--- config.mk ---
export PLATFORM = sky130hd
export DESIGN_NAME = mips_main_control
export DESIGN_NICKNAME = d
export VERILOG_FILES = /design/src/rtl/mips_main_control.sv
export SDC_FILE = /design/constraint.sdc
export NUM_CORES = 1
export LEC_CHECK = 0
export ABC_AREA = 1
export BUFFER_PORTS_ARGS = -buffer_cell sky130_fd_sc_hd__clkbuf_2
export CELL_PAD_IN_SITES_DETAIL_PLACEMENT = 1
export CELL_PAD_IN_SITES_GLOBAL_PLACEMENT = 2
export CORE_MARGIN = 8
export CORE_UTILIZATION = 19
export CTS_CLUSTER_DIAMETER = 50
export DETAILED_ROUTE_END_ITERATION = 8
export GPL_ROUTABILITY_DRIVEN = 0
export PLACE_DENSITY = 0.82
export SKIP_CTS_REPAIR_TIMING = 1
export SYNTH_ARGS = -nofsm -noshare
export SYNTH_HDL_FRONTEND = slang
export SYNTH_SLANG_ARGS = --single-unit
--- constraint.sdc ---
create_clock -name clk -period 1.57 [get_ports clk]
set_input_delay 0.157 -clock clk [delete_from_list [all_inputs] [get_ports clk]]
set_output_delay 0.157 -clock clk [all_outputs]
set_load 0.01 [all_outputs]
--- src/rtl/mips_main_control.sv ---
// Multicycle MIPS main control: sequences fetch/decode/execute/memory/writeback
// and decodes per-state datapath strobes, ALU operation class and PC muxing.
module mips_main_control #(
  parameter int STATE_W = 4
) (
  input  logic               clk,
  input  logic               reset,
  input  logic [5:0]         opcode,
  input  logic               mem_ready,
  output logic               pc_write,
  output logic               pc_write_cond,
  output logic               i_or_d,
  output logic               mem_read,
  output logic               mem_write,
  output logic               ir_write,
  output logic               mem_to_reg,
  output logic               reg_dst,
  output logic               reg_write,
  output logic               alu_src_a,
  output logic [1:0]         alu_src_b,
  output logic [1:0]         alu_op,
  output logic [1:0]         pc_source,
  output logic               retire,
  output logic               illegal_op,
  output logic [STATE_W-1:0] state
);

  localparam logic [5:0] OP_RTYPE = 6'b000000;
  localparam logic [5:0] OP_J     = 6'b000010;
  localparam logic [5:0] OP_BEQ   = 6'b000100;
  localparam logic [5:0] OP_LW    = 6'b100011;
  localparam logic [5:0] OP_SW    = 6'b101011;

  typedef enum logic [STATE_W-1:0] {
    S_FETCH     = STATE_W'(0),
    S_DECODE    = STATE_W'(1),
    S_MEM_ADDR  = STATE_W'(2),
    S_MEM_READ  = STATE_W'(3),
    S_MEM_WB    = STATE_W'(4),
    S_MEM_WRITE = STATE_W'(5),
    S_EXECUTE   = STATE_W'(6),
    S_R_WB      = STATE_W'(7),
    S_BRANCH    = STATE_W'(8),
    S_JUMP      = STATE_W'(9)
  } state_t;

  state_t state_q, state_d;

  // NOTE: sequential state uses non-blocking assignment so every flop samples
  // pre-edge values regardless of process ordering.
  always_ff @(posedge clk or posedge reset) begin
    if (reset) state_q <= S_FETCH;
    else       state_q <= state_d;
  end

  assign state = state_q;

  always_comb begin
    // NOTE: every output and the next state get a default first, so no path
    // through the case can leave a signal unassigned and infer a latch.
    state_d       = state_q;
    pc_write      = 1'b0;
    pc_write_cond = 1'b0;
    i_or_d        = 1'b0;
    mem_read      = 1'b0;
    mem_write     = 1'b0;
    ir_write      = 1'b0;
    mem_to_reg    = 1'b0;
    reg_dst       = 1'b0;
    reg_write     = 1'b0;
    alu_src_a     = 1'b0;
    alu_src_b     = 2'b00;
    alu_op        = 2'b00;
    pc_source     = 2'b00;
    retire        = 1'b0;
    illegal_op    = 1'b0;

    case (state_q)
      S_FETCH: begin
        mem_read  = 1'b1;
        alu_src_b = 2'b01;
        ir_write  = mem_ready;
        pc_write  = mem_ready;
        if (mem_ready) state_d = S_DECODE;
      end
      S_DECODE: begin
        alu_src_b = 2'b11;
        case (opcode)
          OP_LW, OP_SW: state_d = S_MEM_ADDR;
          OP_RTYPE:     state_d = S_EXECUTE;
          OP_BEQ:       state_d = S_BRANCH;
          OP_J:         state_d = S_JUMP;
          default: begin
            state_d    = S_FETCH;
            illegal_op = 1'b1;
          end
        endcase
      end
      S_MEM_ADDR: begin
        alu_src_a = 1'b1;
        alu_src_b = 2'b10;
        state_d   = (opcode == OP_SW) ? S_MEM_WRITE : S_MEM_READ;
      end
      S_MEM_READ: begin
        mem_read = 1'b1;
        i_or_d   = 1'b1;
        if (mem_ready) state_d = S_MEM_WB;
      end
      S_MEM_WB: begin
        reg_write  = 1'b1;
        mem_to_reg = 1'b1;
        retire     = 1'b1;
        state_d    = S_FETCH;
      end
      S_MEM_WRITE: begin
        mem_write = 1'b1;
        i_or_d    = 1'b1;
        retire    = mem_ready;
        if (mem_ready) state_d = S_FETCH;
      end
      S_EXECUTE: begin
        alu_src_a = 1'b1;
        alu_op    = 2'b10;
        state_d   = S_R_WB;
      end
      S_R_WB: begin
        reg_write = 1'b1;
        reg_dst   = 1'b1;
        retire    = 1'b1;
        state_d   = S_FETCH;
      end
      S_BRANCH: begin
        alu_src_a     = 1'b1;
        alu_op        = 2'b01;
        pc_write_cond = 1'b1;
        pc_source     = 2'b01;
        retire        = 1'b1;
        state_d       = S_FETCH;
      end
      S_JUMP: begin
        pc_write  = 1'b1;
        pc_source = 2'b10;
        retire    = 1'b1;
        state_d   = S_FETCH;
      end
      default: state_d = S_FETCH;
    endcase

    // Outputs are silenced for the whole reset interval, not just after the edge.
    if (reset) begin
      pc_write      = 1'b0;
      pc_write_cond = 1'b0;
      i_or_d        = 1'b0;
      mem_read      = 1'b0;
      mem_write     = 1'b0;
      ir_write      = 1'b0;
      mem_to_reg    = 1'b0;
      reg_dst       = 1'b0;
      reg_write     = 1'b0;
      alu_src_a     = 1'b0;
      alu_src_b     = 2'b00;
      alu_op        = 2'b00;
      pc_source     = 2'b00;
      retire        = 1'b0;
      illegal_op    = 1'b0;
    end
  end

endmodule

==> metrics.md, run 1 <==
| Metric | Value |
|---|---|
| Status | `complete, no violations` |
| Power per Cell Area | `1240 mW/mm2` |
| Die Footprint | `0.00464 mm2` |
| Root Buffer | `clkbuf_4` |
| Yosys top cell area share | `0.194` |
| Initial core utilization | `0.194` |
| Hold Crit Class | `primary input to async pin` |
| Slew HR | `0.841` |
| Wirelength per Cell | `12.2 um` |
| Final Hold Vio Count | `0` |
| Worst-skew pair later-pin latency | `0.25 ns` |
| Nets@finish | `152` |
| R2R depth | `8` |
| Crit path buf inv count | `3` |
| Final Cycle Share | `0.967` |
| Post-Synth XOR/XNOR Area | `0` |
| Final setup viols | `0` |
| Post-Syn Nets | `109` |
| Htree depth | `1` |
| DR iter-0 viols | `35` |
| Yosys cell types | `17` |
| Crit end category | `primary output` |
| Area Growth Syn to Fin | `62.4%` |
| CP Max Fanout | `6` |
| Mux share of post-synthesis cell area | `0` |
| Final instance area | `837 um2` |
| Leakage | `0.483 nW` |
| Arrival time worst endpoint | `1.36 ns` |
| Sink Count | `4` |
| PortBufs | `30` |
| IO Pins | `31` |
| Largest family of logic cells by synthesized area | `simple AND/OR/NAND/NOR gates` |
| Final worst setup slack | `0.0516 ns` |
| Max Cap Violations | `0` |
| Gate Count Post-Synth | `100` |
| Die Ht | `68.1 um` |
| Vias in the first global route | `770` |
| Least-Margin Pin Slew | `0.235 ns` |
| Slowest CP cell | `dfrtp_2` |
| Mapped Area | `515 um2` |
| DP Area | `701 um2` |
| Hpwl dp | `1770 um` |
| CTS tree | `yes` |
| Min Tclk post-route | `1.52 ns` |
| CP Data Required Time | `1.41 ns` |
| Ranking of synthesized cells by area | `dfrtp_1 19%, nand2_1 19%, nor2_1 16%, inv_1 12%, nand3_1 8.7%` |
| Fillers | `377` |
| Num CTS Buffers | `3` |
| Max Slew Vio Count | `0` |
| CTS clock-pin slew for the worst setup and hold paths | `0.05 ns` |
| Overall fraction of global-route tracks in use | `0.0924` |
| # diodes | `0` |
| Post-route DRC violation count | `0` |
| Grt ovf | `0` |
| Number of nets with antenna violations after routing | `0` |
| CP delay by family, top | `flip-flops` |
| Die X | `68.1 um` |
| Ys Warns | `0` |
| Clk_skew | `0.00663 ns` |
| Initial antenna violation count | `0` |
| #FFs+latches synth | `4` |
| Max reg flops | `4` |
| Area fraction in compound gates after synthesis | `0.0752` |
| CP Class | `flip-flop to primary output` |
| Fraction of layout cells with a size suffix above 1 | `0.461` |
| WP depth | `6` |
| Crit path largest cell delay | `0.46 ns` |
| RSZ-0062 raised after global routing | `yes` |
| Max VDD drop | `0.563 mV` |
| Global-route wire length before repair | `3280 um` |
| Clk buf depth | `2` |
| Drt pass-1 iters | `4` |
| Vias per cell | `4.37` |
| Post-synthesis adder-cell area fraction | `0` |
| Crit start category | `flip-flop` |
| Area leader, netlist | `dfrtp_1` |
| Largest net degree at the start of global routing | `12` |
| Post-synthesis sequential area ratio | `0.194` |
| Final WL | `2100 um` |
| Simple-Gate Fraction of Synth Area | `0.570` |
| Average size of a mapped cell | `5.15 um2` |
| Placement row count | `19` |
| Worst path cell trace | `inv_1 > nand2_2 > inv_2 > nand2_1 > a21oi_1 > buf_2` |
| DR vias | `752` |
| Core box area | `0.00266 mm2` |
| Worst slack at placement | `0.186 ns` |
| Fmax | `659 MHz` |
[final cells by class]
cell class / instances / area [um2] / share of cell area
multi-input combinational: 75 / 377 / 0.450
tap: 31 / 38.8 / 0.0463
timing repair buffer: 40 / 225 / 0.269
sequential: 4 / 103 / 0.123
inverter: 19 / 71.3 / 0.0852
clock buffer: 3 / 22.5 / 0.0269
[logic make-up (layout without fill, tap and decap cells)]
kind of cell / after synthesis / count (layout)
flops: 4 / 4
compound gates: 7 / 7
buf+inv: 21 / 62
simple gates: 68 / 68
[power breakdown]
group | switching (mW) | internal, mW | total [mW]
clock | 0.0556 | 0.0864 | 0.142
sequential | 0.0642 | 0.137 | 0.201
combinational | 0.404 | 0.290 | 0.694
total | 0.524 | 0.513 | 1.04
[tightest hold or removal path, cell delays in order]
cell	delay, ns
clkbuf_2	0.18
inv_1	0.14
buf_4	0.16
[synth_stat cells]
library cell	number
nand2_1	26
buf_4	1
dfrtp_1	4
nor2_1	22
clkbuf_1	1
nor3_1	3
nand4_1	1
nor2_2	3
nand3_1	9
inv_2	2
nand3_2	1
o21ai_0	2
inv_1	17
a31oi_1	1
nand2_2	3
a21oi_1	3
a21boi_0	1
[routing by layer]
metal	wire (um)	GRT usage
met5	0	0
met4	33	0.0691
met3	126	0.0180
met2	1130	0.163
met1	806	0.0948
[final timing paths]
path                             end  slack (ns)       from
min                         state[2]        0.07      reset
max                        alu_src_a        0.05   state[0]
max in group asynchronous   state[1]        1.38      reset
min reg2reg                 state[1]        0.75   state[2]
min in group clk            state[2]        0.28  mem_ready
max reg2reg                 state[0]        0.39   state[2]
[cell usage in the layout, fill, tap and decap left out]
master	n
a21boi_0	1
nand2_2	4
nor2_1	21
nor3_1	3
inv_2	8
buf_4	10
o21ai_1	1
nand3_1	9
nor2_4	4
clkbuf_2	27
nand4_1	1
dfrtp_2	2
inv_1	11
nand3_2	1
a21oi_2	1
dfrtp_1	2
clkbuf_4	3
buf_2	3
a21oi_1	2
nand2_4	2
a31oi_1	1
nand2_1	23
o21ai_0	1
[per-stage QoR]
step / total power, mW / hold slack (ns) / util / cells / setup TNS, ns
CTS: 0.881 / 0.0369 / 0.272 / 163 / -0.357
global route: 1.14 / 0.101 / 0.314 / 172 / -0.151
floorplan: 0.535 / -0.0519 / - / 100 / 0
global placement: 0.719 / 0.298 / 0.263 / 160 / 0
detailed placement: 0.732 / 0.307 / 0.263 / 160 / 0
finish: 1.04 / 0.0656 / 0.314 / 172 / 0
Note: power is estimated with default switching activity, not from simulation.
==> run 2, diff against run 1 <==
--- a/config.mk
+++ b/config.mk
@@ -5,16 +5,15 @@
 export SDC_FILE = /design/constraint.sdc
 export NUM_CORES = 1
 export LEC_CHECK = 0
-export ABC_AREA = 1
 export BUFFER_PORTS_ARGS = -buffer_cell sky130_fd_sc_hd__clkbuf_2
 export CELL_PAD_IN_SITES_DETAIL_PLACEMENT = 1
 export CELL_PAD_IN_SITES_GLOBAL_PLACEMENT = 2
 export CORE_MARGIN = 8
-export CORE_UTILIZATION = 19
+export CORE_UTILIZATION = 21
 export CTS_CLUSTER_DIAMETER = 50
 export DETAILED_ROUTE_END_ITERATION = 8
 export GPL_ROUTABILITY_DRIVEN = 0
-export PLACE_DENSITY = 0.82
+export PLACE_DENSITY = 0.79
 export SKIP_CTS_REPAIR_TIMING = 1
 export SYNTH_ARGS = -nofsm -noshare
 export SYNTH_HDL_FRONTEND = slang
==> constraint.sdc (replaced) <==
create_clock -name clk -period 1.5 [get_ports clk]
set_input_delay 0.15 -clock clk [delete_from_list [all_inputs] [get_ports clk]]
set_output_delay 0.15 -clock clk [all_outputs]
set_load 0.01 [all_outputs]
==> metrics.md, run 2 <==
| Metric | Value |
|---|---|
| Largest net degree at the start of global routing | `11 (-1)` |
| Hold Crit Class | `primary input to flip-flop` |
| Top cells by count, synth | `11 x nor3_1, 4 x buf_2, 4 x dfrtp_1, 4 x inv_1, 4 x nand2_1` |
| Yosys cell types | `38 (+21)` |
| Leakage | `0.426 nW (-12%)` |
| Crit start category | `flip-flop` |
| Sink Count | `4 (unchanged)` |
| CP Max Fanout | `6 (unchanged)` |
| Ranking of synthesized cells by area | `dfrtp_1 19%, nor3_1 11%, buf_2 3.9%, nor4_1 3.6%, xnor2_1 3.4%` |
| IO Pins | `31 (unchanged)` |
| PortBufs | `30 (unchanged)` |
| Die X | `65.7 um (-3.6%)` |
| Global-route wire length before repair | `3540 um (+8.0%)` |
| Core box area | `0.00241 mm2 (-9.5%)` |
| Drt pass-1 iters | `4 (unchanged)` |
| Ys Warns | `0 (unchanged)` |
| Nets@finish | `122 (-20%)` |
| DR iter-0 viols | `17 (-51%)` |
| Ys async rst share | `1.00 (unchanged)` |
| Max Slew Vio Count | `0 (unchanged)` |
| Final WL | `2300 um (+9.8%)` |
| Num CTS Buffers | `3 (unchanged)` |
| Final instance area | `897 um2 (+7.2%)` |
| Max Cap Violations | `0 (unchanged)` |
| CP Data Required Time | `1.35 ns (-0.06 ns)` |
| Final worst setup slack | `-0.141 ns (-0.193 ns)` |
| Die Ht | `65.7 um (-3.6%)` |
| Fraction of layout cells with a size suffix above 1 | `0.586 (+0.125)` |
| Gate Count Post-Synth | `69 (-31%)` |
| Status | `finished, violations left` |
| Worst-case hold slack | `0.206 ns (+0.140 ns)` |
| Average size of a mapped cell | `7.51 um2 (+46%)` |
| Max VDD drop | `0.473 mV (-16%)` |
| DR vias | `712 (-5.3%)` |
| Wirelength per Cell | `16.3 um (+34%)` |
| Initial antenna violation count | `0 (unchanged)` |
| Slew HR | `0.696 (-0.146)` |
| Final Cycle Share | `1.09` |
| Clk buf depth | `2 (unchanged)` |
| Overall fraction of global-route tracks in use | `0.102 (+0.00956)` |
| Yosys top cell area share | `0.193 (-0.000938)` |
| EDFF count, synth | `0 (unchanged)` |
| Clk_skew | `0.00348 ns (-0.00315 ns)` |
| Arrival time worst endpoint | `1.49 ns (+0.13 ns)` |
| Top-count cell post-synth | `nor3_1` |
| Fillers | `303 (-20%)` |
| Crit end category | `primary output` |
| Initial core utilization | `0.215 (+0.0213)` |
| Top FF cell, synth | `dfrtp_1` |
| RSZ-0062 raised after global routing | `yes` |
| CP Class | `flip-flop to primary output` |
| Most common cell after layout, fill and taps aside | `clkbuf_2` |
| Vias in the first global route | `768 (-0.26%)` |
| Max reg flops | `4 (unchanged)` |
| Hpwl dp | `1660 um (-6.4%)` |
| Mapped Area | `518 um2 (+0.49%)` |
| Htree depth | `1 (unchanged)` |
| Failing checks | `negative setup slack` |
| Min Tclk post-route | `1.64 ns` |
| Area Growth Syn to Fin | `73.2%` |
| Total Power | `1.06 mW (+1.8%)` |
| Area leader, netlist | `dfrtp_1` |
| CTS tree | `yes` |
| Root Buffer | `clkbuf_4` |
| Final Hold Vio Count | `0 (unchanged)` |
| Die Footprint | `0.00431 mm2 (-7.0%)` |
| Least-Margin Pin Slew | `0.452 ns (+0.217 ns)` |
| Final setup viols | `7 (+7)` |
| #FFs+latches synth | `4 (unchanged)` |
| Commonest cells after routing, fill and taps aside | `23 x clkbuf_2, 11 x buf_4, 7 x nor3_1` |
| Worst-skew pair later-pin latency | `0.24 ns (about the same)` |
| Post-Syn Nets | `78 (-28%)` |
| Placement row count | `18 (-1)` |
| Number of nets with antenna violations after routing | `0 (unchanged)` |
| # diodes | `0 (unchanged)` |
| Power per Cell Area | `1180 mW/mm2 (-5.0%)` |
| DP Area | `747 um2 (+6.6%)` |
| CTS clock-pin slew for the worst setup and hold paths | `0.04 ns (about the same)` |
| Post-route DRC violation count | `0 (unchanged)` |
| Grt ovf | `0 (unchanged)` |
| TNS Setup | `-0.553 ns (-0.553 ns)` |
| Fmax | `609 MHz` |
| Vias per cell | `5.05 (+15%)` |
| Post-synthesis sequential area ratio | `0.193 (-0.000938)` |
## run 2: area by class of cell
cell class	instances	area, um2	area share
multi-input cells	54	422	0.470
repair buffers	45	289	0.322
flip-flops and latches	4	105	0.117
well taps	30	37.5	0.0418
clock buffers	3	22.5	0.0251
inverters	5	21.3	0.0237
## run 2: through the flow
stage / cells / utilization / setup slack (ns)
finish: 141 / 0.372 / -0.141
detailed placement: 133 / 0.310 / 0.0929
global placement: 133 / 0.310 / 0.125
CTS: 136 / 0.319 / -0.176
global route: 141 / 0.372 / -0.224
floorplan: 69 / - / 0.0233
## run 2: per-layer routing
layer / part of all wire / wire, um / up-vias / global-route usage
met5: 0 / 0 / - / 0
met4: 0.017 / 40 / 0 / 0.0572
met3: 0.067 / 154 / 4 / 0.0289
met2: 0.50 / 1150 / 24 / 0.174
met1: 0.42 / 964 / 339 / 0.110
li1: - / - / 345 / -
## run 2: logic make-up (layout without fill, tap and decap cells)
kind of cell	Yosys count	count (layout)	share of synthesized area
AND/OR/NAND/NOR	35	35	0.396
buffers and inverters	11	53	0.116
XOR/XNOR	3	3	0.0507
AO/OA/AOI/OAI	16	16	0.244
flip-flops	4	4	0.193
## run 2: report_power, final
part / internal (mW) / switching (mW)
Combinational: 0.339 / 0.384
Sequential: 0.138 / 0.0562
Clock: 0.0898 / 0.0486
Total: 0.566 / 0.489
## run 2: path summary, 6_finish.rpt
kind	cells after the start	slack, ns	from	end
max	5	-0.14	state[1]	retire
min	4	0.21	opcode[0]	state[3]
max reg2reg	5	0.06	state[1]	state[0]
min reg2reg	2	0.65	state[3]	state[0]
max in group asynchronous	3	0.85	reset	state[0]
min in group asynchronous	3	0.46	reset	state[1]
## run 2: critical path, cell delays in order (launching register included)
cell and delay, ns:
dfrtp_2 0.46, buf_6 0.14, nor3b_2 0.04, a2111o_1 0.35, a21oi_2 0.13, buf_2 0.14
==> run 3, diff against run 2 <==
--- a/config.mk
+++ b/config.mk
@@ -5,15 +5,17 @@
 export SDC_FILE = /design/constraint.sdc
 export NUM_CORES = 1
 export LEC_CHECK = 0
+export ABC_AREA = 1
+export ABC_CLOCK_PERIOD_IN_PS = 1500
 export BUFFER_PORTS_ARGS = -buffer_cell sky130_fd_sc_hd__clkbuf_2
 export CELL_PAD_IN_SITES_DETAIL_PLACEMENT = 1
 export CELL_PAD_IN_SITES_GLOBAL_PLACEMENT = 2
 export CORE_MARGIN = 8
-export CORE_UTILIZATION = 21
+export CORE_UTILIZATION = 18
 export CTS_CLUSTER_DIAMETER = 50
 export DETAILED_ROUTE_END_ITERATION = 8
 export GPL_ROUTABILITY_DRIVEN = 0
-export PLACE_DENSITY = 0.79
+export PLACE_DENSITY = 0.78
 export SKIP_CTS_REPAIR_TIMING = 1
 export SYNTH_ARGS = -nofsm -noshare
 export SYNTH_HDL_FRONTEND = slang
==> metrics.md, run 3 (synthesized netlist as in run 1, its figures left out) <==
| Metric | Value |
|---|---|
| Pint | `0.493 mW (-13%)` |
| DR vias | `711 (-0.14%)` |
| Final Hold Vio Count | `0 (unchanged)` |
| Leakage | `0.459 nW (+7.6%)` |
| Fraction of layout cells with a size suffix above 1 | `0.434 (-0.152)` |
| Clk_skew | `0.00462 ns (+0.00113 ns)` |
| Slowest CP cell | `dfrtp_1` |
| Clk buf depth | `2 (unchanged)` |
| Power per Cell Area | `1250 mW/mm2 (+6.2%)` |
| Switching Power | `0.500 mW (+2.2%)` |
| PortBufs | `30 (unchanged)` |
| Initial core utilization | `0.189 (-0.0264)` |
| Slew HR | `0.823 (+0.127)` |
| DR iter-0 viols | `3 (-14)` |
| Htree depth | `1 (unchanged)` |
| Placement row count | `19 (+1)` |
| Hold Crit Class | `primary input to flip-flop` |
| Vias in the first global route | `753 (-2.0%)` |
| Worst-skew pair later-pin latency | `0.23 ns (about the same)` |
| # diodes | `0 (unchanged)` |
| Total Power | `0.993 mW (-5.9%)` |
| Root Buffer | `clkbuf_4` |
| Number of nets with antenna violations after routing | `0 (unchanged)` |
| Sink Count | `4 (unchanged)` |
| Crit start category | `flip-flop` |
| Clock power frac | `0.131 (about the same)` |
| Vias per cell | `4.26 (-16%)` |
| Die Ht | `69.5 um (+5.9%)` |
| Area Growth Syn to Fin | `54.1%` |
| Logic pwr share | `0.666 (-0.019)` |
| Most common cell after layout, fill and taps aside | `clkbuf_2` |
| Post-route DRC violation count | `0 (unchanged)` |
| Overall fraction of global-route tracks in use | `0.0829 (-0.0191)` |
| Nets@finish | `147 (+20%)` |
| CTS tree | `yes` |
| Worst path cell trace | `inv_1 > nand2_2 > nor2_2 > nand4_1 > nor2_1 > clkbuf_2` |
| Die Footprint | `0.00483 mm2 (+12%)` |
| Max VDD drop | `0.511 mV (+8.0%)` |
| Core box area | `0.00273 mm2 (+13%)` |
| Wirelength per Cell | `11.9 um (-27%)` |
| Max reg flops | `4 (unchanged)` |
| Least-Margin Pin Slew | `0.263 ns (-0.189 ns)` |
| Final Cycle Share | `0.992 (-0.102)` |
| Max Cap Violations | `0 (unchanged)` |
| Largest net degree at the start of global routing | `11 (unchanged)` |
| CP Max Fanout | `4 (-2)` |
| Fmax | `672 MHz (+10%)` |
| Status | `complete, no violations` |
| RSZ-0062 raised after global routing | `yes` |
| Initial antenna violation count | `0 (unchanged)` |
| CP Class | `flip-flop to primary output` |
| Grt ovf | `0 (unchanged)` |
| Net Sw Frac | `0.504 (+0.0401)` |
| Hpwl dp | `1720 um (+3.6%)` |
| Sequential share of power | `0.203 (+0.019)` |
| Die X | `69.5 um (+5.9%)` |
| Max Slew Vio Count | `0 (unchanged)` |
| IO Pins | `31 (unchanged)` |
| Final WL | `1980 um (-14%)` |
| Final setup viols | `0 (-7)` |
| Min Tclk post-route | `1.49 ns (-0.153 ns)` |
| TNS Setup | `0 ns (+0.553 ns)` |
| Crit path largest cell delay | `0.41 ns (-0.05 ns)` |
| CP Data Required Time | `1.35 ns (about the same)` |
| Crit end category | `primary output` |
| Global-route wire length before repair | `3420 um (-3.3%)` |
| CTS clock-pin slew for the worst setup and hold paths | `0.04 ns (about the same)` |
| Arrival time worst endpoint | `1.34 ns (-0.15 ns)` |
| Drt pass-1 iters | `4 (unchanged)` |
| Num CTS Buffers | `3 (unchanged)` |
| Commonest cells after routing, fill and taps aside | `24 x clkbuf_2, 23 x nand2_1, 20 x nor2_1` |
[run 3: changes by cell type in the layout (fill, tap and decap cells not counted), moves of 3 or more]
cell     before  now
nor3_2        4    1
nand3_1       1    9
nor3_1        7    2
inv_2         0    6
nand2_2       1    5
nand2_1       3   23
buf_4        11    4
buf_6         5    0
inv_1         4   13
nor2_1        2   20
[run 3: worst paths after layout]
check | from | slack [ns] | cells after the start | to
hold reg to reg | state[2] | 0.72 | 4 | state[1]
setup / recovery | state[2] | 0.01 | 6 | illegal_op
max in group asynchronous | reset | 0.86 | 3 | state[0]
hold / removal | opcode[3] | 0.29 | 4 | state[3]
setup reg to reg | state[2] | 0.27 | 8 | state[0]
min in group asynchronous | reset | 0.45 | 3 | state[2]
[run 3: through the flow]
stage	hold WS [ns]	util	cells	area (um2)	setup slack, ns
6_report	0.287	0.291	167	795	0.0115
5_1_grt	0.316	0.291	167	795	-0.0826
3_5_place_dp	0.0832	0.259	161	708	0.122
3_3_place_gp	0.0822	0.259	161	708	0.185
2_1_floorplan	-0.0589	-	100	515	0.221
4_1_cts	-0.164	0.267	164	731	-0.129
[run 3: area by class of cell]
class	instances	area (um2)
inverter	19	71.3
timing repair buffer	35	190
tap	31	38.8
sequential	4	103
fill	380	1940
clock buffer	3	22.5
multi-input combinational	75	369
[run 3: routing by layer]
| metal | track usage | vias up | share of wire |
|---|---|---|---|
| met4 | 0.0410 | 0 | 0 |
| met2 | 0.138 | 24 | 0.50 |
| met5 | 0 | - | 0 |
| met3 | 0.0272 | 0 | 0.072 |
| li1 | - | 374 | - |
| met1 | 0.0916 | 313 | 0.43 |
[run 3: power groups by stage]
stage          logic [mW]  registers (mW)  clock network [mW]
2_1_floorplan       0.365           0.195                   0
3_3_place_gp        0.600           0.185                   0
3_5_place_dp        0.603           0.188                   0
4_1_cts             0.604           0.187               0.135
5_1_grt             0.750           0.210               0.138
6_report            0.662           0.202               0.130
[run 3: worst max-delay path: cells and delay by family (launching register included)]
| family | cells | cell delay (ns) |
|---|---|---|
| flip-flops | 1 | 0.41 |
| AND/OR/NAND/NOR | 4 | 0.45 |
| buffers and inverters | 2 | 0.24 |
